==> src/rtl/rr_merge2.sv <==
`default_nettype none
// ============================================================================
//  Module   : rr_merge2
//  Purpose  : Two-input round-robin stream merger. Arbitrates between stream
//             A and stream B (valid/ready) with a per-grant burst limit and
//             forwards granted beats through a one-entry output register.
//             Exports the current grant as sel (0 = A, 1 = B).
//  Ports    : clk, rst (async, active-high)
//             a_data/a_valid/a_ready : stream A input
//             b_data/b_valid/b_ready : stream B input
//             y_data/y_valid/y_ready : merged output (registered)
//             sel                    : current grant, registered
//  Revision : 1.0  initial release
// ============================================================================
module rr_merge2 #(
  parameter int WIDTH     = 8,
  parameter int MAX_BURST = 4
) (
  input  logic             clk,
  input  logic             rst,
  input  logic [WIDTH-1:0] a_data,
  input  logic             a_valid,
  output logic             a_ready,
  input  logic [WIDTH-1:0] b_data,
  input  logic             b_valid,
  output logic             b_ready,
  output logic [WIDTH-1:0] y_data,
  output logic             y_valid,
  input  logic             y_ready,
  output logic             sel
);

  typedef enum logic [1:0] {
    IDLE    = 2'd0,
    GRANT_A = 2'd1,
    GRANT_B = 2'd2
  } state_t;

  localparam logic [7:0] C_MAX  = 8'(MAX_BURST);
  localparam logic       C_SIDE_A = 1'b0;
  localparam logic       C_SIDE_B = 1'b1;

  state_t           state_q, state_d;
  logic [7:0]       cnt_q, cnt_d;
  logic             last_q, last_d;
  logic [WIDTH-1:0] y_data_q, y_data_d;
  logic             y_valid_q, y_valid_d;

  logic             w_slot_ready;
  logic             w_fire_a;
  logic             w_fire_b;
  logic             w_fire;
  logic [8:0]       w_cnt_sum;
  logic [7:0]       w_cnt_next;
  logic             w_burst_done;

  // The output slot can take a new beat while the current one drains.
  assign w_slot_ready = ~y_valid_q | y_ready;

  assign a_ready  = (state_q == GRANT_A) & w_slot_ready;
  assign b_ready  = (state_q == GRANT_B) & w_slot_ready;
  assign w_fire_a = a_valid & a_ready;
  assign w_fire_b = b_valid & b_ready;
  assign w_fire   = w_fire_a | w_fire_b;

  // Saturating beat counter; once at the limit it stays there so a late
  // competitor is granted on the very next edge.
  assign w_cnt_sum    = {1'b0, cnt_q} + {8'd0, w_fire};
  assign w_cnt_next   = (w_cnt_sum >= {1'b0, C_MAX}) ? C_MAX : w_cnt_sum[7:0];
  assign w_burst_done = (w_cnt_next == C_MAX);

  always_comb begin
    state_d   = state_q;
    cnt_d     = cnt_q;
    last_d    = last_q;
    y_data_d  = y_data_q;
    y_valid_d = y_valid_q;

    // Output register
    if (w_fire_a) begin
      y_data_d  = a_data;
      y_valid_d = 1'b1;
    end else if (w_fire_b) begin
      y_data_d  = b_data;
      y_valid_d = 1'b1;
    end else if (y_ready) begin
      y_valid_d = 1'b0;
    end

    // Grant control
    case (state_q)
      IDLE: begin
        if (a_valid & b_valid) begin
          // Contention from idle goes to the side that was not served last.
          if (last_q == C_SIDE_B) begin
            state_d = GRANT_A;
            last_d  = C_SIDE_A;
          end else begin
            state_d = GRANT_B;
            last_d  = C_SIDE_B;
          end
          cnt_d = 8'd0;
        end else if (a_valid) begin
          state_d = GRANT_A;
          last_d  = C_SIDE_A;
          cnt_d   = 8'd0;
        end else if (b_valid) begin
          state_d = GRANT_B;
          last_d  = C_SIDE_B;
          cnt_d   = 8'd0;
        end
      end

      GRANT_A: begin
        if (b_valid & (w_burst_done | ~a_valid)) begin
          state_d = GRANT_B;
          last_d  = C_SIDE_B;
          cnt_d   = 8'd0;
        end else if (~a_valid) begin
          state_d = IDLE;
          cnt_d   = 8'd0;
        end else begin
          cnt_d = w_cnt_next;
        end
      end

      GRANT_B: begin
        if (a_valid & (w_burst_done | ~b_valid)) begin
          state_d = GRANT_A;
          last_d  = C_SIDE_A;
          cnt_d   = 8'd0;
        end else if (~b_valid) begin
          state_d = IDLE;
          cnt_d   = 8'd0;
        end else begin
          cnt_d = w_cnt_next;
        end
      end

      default: begin
        state_d = IDLE;
        cnt_d   = 8'd0;
      end
    endcase
  end

  always_ff @(posedge clk or posedge rst) begin
    if (rst) begin
      state_q   <= IDLE;
      cnt_q     <= 8'd0;
      last_q    <= C_SIDE_B;
      y_data_q  <= '0;
      y_valid_q <= 1'b0;
    end else begin
      state_q   <= state_d;
      cnt_q     <= cnt_d;
      last_q    <= last_d;
      y_data_q  <= y_data_d;
      y_valid_q <= y_valid_d;
    end
  end

  assign y_data  = y_data_q;
  assign y_valid = y_valid_q;
  assign sel     = (state_q == GRANT_B);

endmodule
`default_nettype wire
==> config.mk <==
export PLATFORM = sky130hd
export DESIGN_NAME = rr_merge2
export DESIGN_NICKNAME = d
export VERILOG_FILES = /design/src/rtl/rr_merge2.sv
export SDC_FILE = /design/constraint.sdc
export NUM_CORES = 1
export LEC_CHECK = 0
export CAP_MARGIN = 40
export CORE_MARGIN = 4
export CORE_UTILIZATION = 42
export CTS_CLUSTER_DIAMETER = 80
export DETAILED_ROUTE_END_ITERATION = 16
export GPL_TIMING_DRIVEN = 0
export HOLD_SLACK_MARGIN = 0.08
export PLACE_DENSITY = 0.85
export SYNTH_ARGS = -nofsm -noshare
export SYNTH_HDL_FRONTEND = slang
export SYNTH_SLANG_ARGS = --single-unit
==> constraint.sdc <==
create_clock -name clk -period 2.8 [get_ports clk]
set_input_delay 0.28 -clock clk [delete_from_list [all_inputs] [get_ports clk]]
set_output_delay 0.28 -clock clk [all_outputs]
set_load 0.02 [all_outputs]
==> results.cfg <==
[outcome]
status = complete, no violations

[worst_setup_path]
rr_endpoint = state_q[1]$_DFFE_PP0P_
cp_slowest_cell = or4_4
critPathArrivalTime_ns = 2.88
crit_family = simple AND/OR/NAND/NOR gates
critPathKind = reg2reg
end_kind = flop
critPathLaunchType = flop
cp_cell_sequence = inv_2, ha_4, nand2_4, nand2_4, nand2_8, inv_1, ha_1, ha_2, nor2_2, a21oi_2, or4_4, o221a_4, mux2_4
r2r_slack_ns = 0.12
cpPeakStageDelay_ns = 0.45
reg2reg_depth = 13
cp.buffers_inverters = 2
crit_fanout = 11
worstPathRequired_ns = 3.00
cpMostUsedCell = nand2_4
r2r-start = state_q[1]$_DFFE_PP0P_

[timing]
hold_slack_ns = 0.400
setup_viol = 0
maxSlewViolCount = 0
final_hold_viol_count = 0
fin_tns_setup_ns = 0
fin_crit_sh_pct = 95.6
rsz0062_at_grt = false
post-route-min-period_ns = 2.68
worst_clock_skew_ns = 0.00115
worstMarginPinSlew_ns = 0.769
fin_ws_ns = 0.124
fmax_mhz = 374
max_slew_margin_pct = 48.7

[power_and_ir_drop]
p_seq_share_pct = 29.8
power_per_cell_area_nw_per_um2 = 890
peakVddDrop_v = 0.000545
p_comb_share_pct = 54.0
p_switching_mw = 0.557
total_power_mw = 1.47
power.share.switching_pct = 38.0
intPower_mw = 0.908
power.share.clock_pct = 16.2
leakage_nw = 0.735

[run]
max_cap_violations = 0

[die]
die-area_sq_um = 3650
core_region_area_sq_um = 2540
rows = 18
io_pins = 33
die_w_microns = 60.4
initial_core_util_pct = 45.3
die_h_microns = 60.4

[synth]
async_reset_ff_share_pct = 100
synth_commonest_cells = dfrtp_1, nand2_1, o21ai_0, mux2i_1, and2_1
ys.flop_type = dfrtp_1
synthesis.nets = 145
ys_top_cells_by_area = dfrtp_1, mux2i_1, ha_1
yosysSeqAreaShare_pct = 43.5
syn_inst = 118
synth_top_area_share_pct = 41.2
ys_types = 32
syn_area_sq_um = 1150
ys_warn_count = 0
synth-edff-count = 0
synth_seq_cells = 20
synth_area_per_cell_sq_um = 9.78
synth_area_leader_cell = dfrtp_1
synth_most_common_cell = dfrtp_1

[cts]
tritoncts = yes
h-tree-depth = 1
max-clock-path-buffers = 2
numCtsBuffers = 3
clk_pin_slew_ns = 0.12
clock-sinks = 20
cts_root_buffer = clkbuf_4
clk_latency_ns = 0.30

[min_path]
hp-class = in2async

[route]
num_vias = 1009
first_pass_iters = 4
avgRoutedWirePerCell_microns = 15.0
wirelength_microns = 2780
dr.first_iter.drc_count = 34
viasPerCell = 5.45
drc = 0
ant_nets = 0

[layout]
areaGrowthSynthToFinish_pct = 42.7
layout.nets = 183
diodes = 0
drive_above_1_share_pct = 18.7
n_fill_cell = 193
design_area_sq_um = 1650

[grt]
grt_pass1_wl_microns = 4530
grt_pass1_vias = 1016
grt-ovfl-total = 0
antenna_found_initial = 0
grt_use_total_pct = 16.6
grt_max_degree = 21

[placed_design]
hpwlAfterDp_microns = 2080
gp_congestion = 0.923
placed_area_sq_um = 1550
place.port_buffers = 30
pre_cts_slack_ns = -0.205
-- per-layer routing --
layer / track usage (%) / routed length [microns]
met2: 28.2 / 1430
met5: 0 / 0
met3: 3.62 / 130
met1: 21.2 / 1190
met4: 4.95 / 29
-- power groups by stage --
stage	sequential (mW)	combinational (mW)	clock [mW]
finish	0.437	0.791	0.237
global route	0.449	0.854	0.254
CTS	0.436	0.780	0.240
detailed placement	0.443	0.745	0
global placement	0.436	0.722	0
floorplan	0.510	0.407	0
-- sequential cells by signal (all words and copies together) (netlist names) --
register  flops
last_q        1
y_valid       1
cnt_q         8
state_q       2
y_data        8
-- worst max-delay path by stage --
stage | from | endpoint | slack (ns) | cells after the start
2_1_floorplan | state_q[0]$_DFFE_PP0P_ | state_q[1]$_DFFE_PP0P_ | 0.02 | 14
3_3_place_gp | y_ready | state_q[1]$_DFFE_PP0P_ | -0.16 | 12
3_5_place_dp | y_ready | state_q[1]$_DFFE_PP0P_ | -0.20 | 12
4_1_cts | state_q[1]$_DFFE_PP0P_ | state_q[1]$_DFFE_PP0P_ | 0.04 | 13
5_1_grt | state_q[1]$_DFFE_PP0P_ | state_q[1]$_DFFE_PP0P_ | 0.03 | 13
6_report | state_q[1]$_DFFE_PP0P_ | state_q[1]$_DFFE_PP0P_ | 0.12 | 13
-- per-stage QoR --
stage / cells / utilization (%)
3_5_place_dp: 178 / 60.8
5_1_grt: 185 / 64.7
2_1_floorplan: 118 / -
4_1_cts: 185 / 64.1
3_3_place_gp: 178 / 60.8
6_report: 185 / 64.7
-- placed cells by master (no fill, tap or decap), drive strengths merged, types with 2 or more instances in the layout --
master	synthesis	routed
mux2i	9	9
nor4b	2	2
dfrtp	19	19
a21oi	5	5
nor2	4	4
buf	3	7
o21ai	13	13
a21o	2	2
nand2	15	15
nor2b	4	4
clkbuf	1	3
inv	7	7
clkdlybuf4s50	0	30
nand2b	3	3
ha	6	6
a32o	3	3
and2	9	9
-- timing repair --
item | in CTS | in global routing
hold buffers | 0 | 0
setup endpoints to repair | 5 | 4
resized for setup | 4 | 3
pin swaps | 0 | 1
buffers inserted | 4 | 0
-- cells by family after synthesis --
group / after synthesis / synth area share, %
adder cells (fa/ha/maj): 6 / 6.51
AND/OR/NAND/NOR: 41 / 19.1
multiplexers: 10 / 9.11
flip-flops: 20 / 43.5
buffers and inverters: 11 / 3.90
AO/OA/AOI/OAI: 30 / 17.9
-- cell type report --
type | count | area, sq um | area share [%]
Buffer | 3 | 15.0 | 0.912
Multi-Input combinational cell | 87 | 682 | 41.4
Clock buffer | 3 | 22.5 | 1.37
Tap cell | 30 | 37.5 | 2.28
Sequential cell | 20 | 503 | 30.5
Timing Repair Buffer | 34 | 330 | 20.1
Inverter | 7 | 26.3 | 1.60
Clock inverter | 1 | 30.0 | 1.82
No activity file was read; power rests on OpenSTA's default activity.
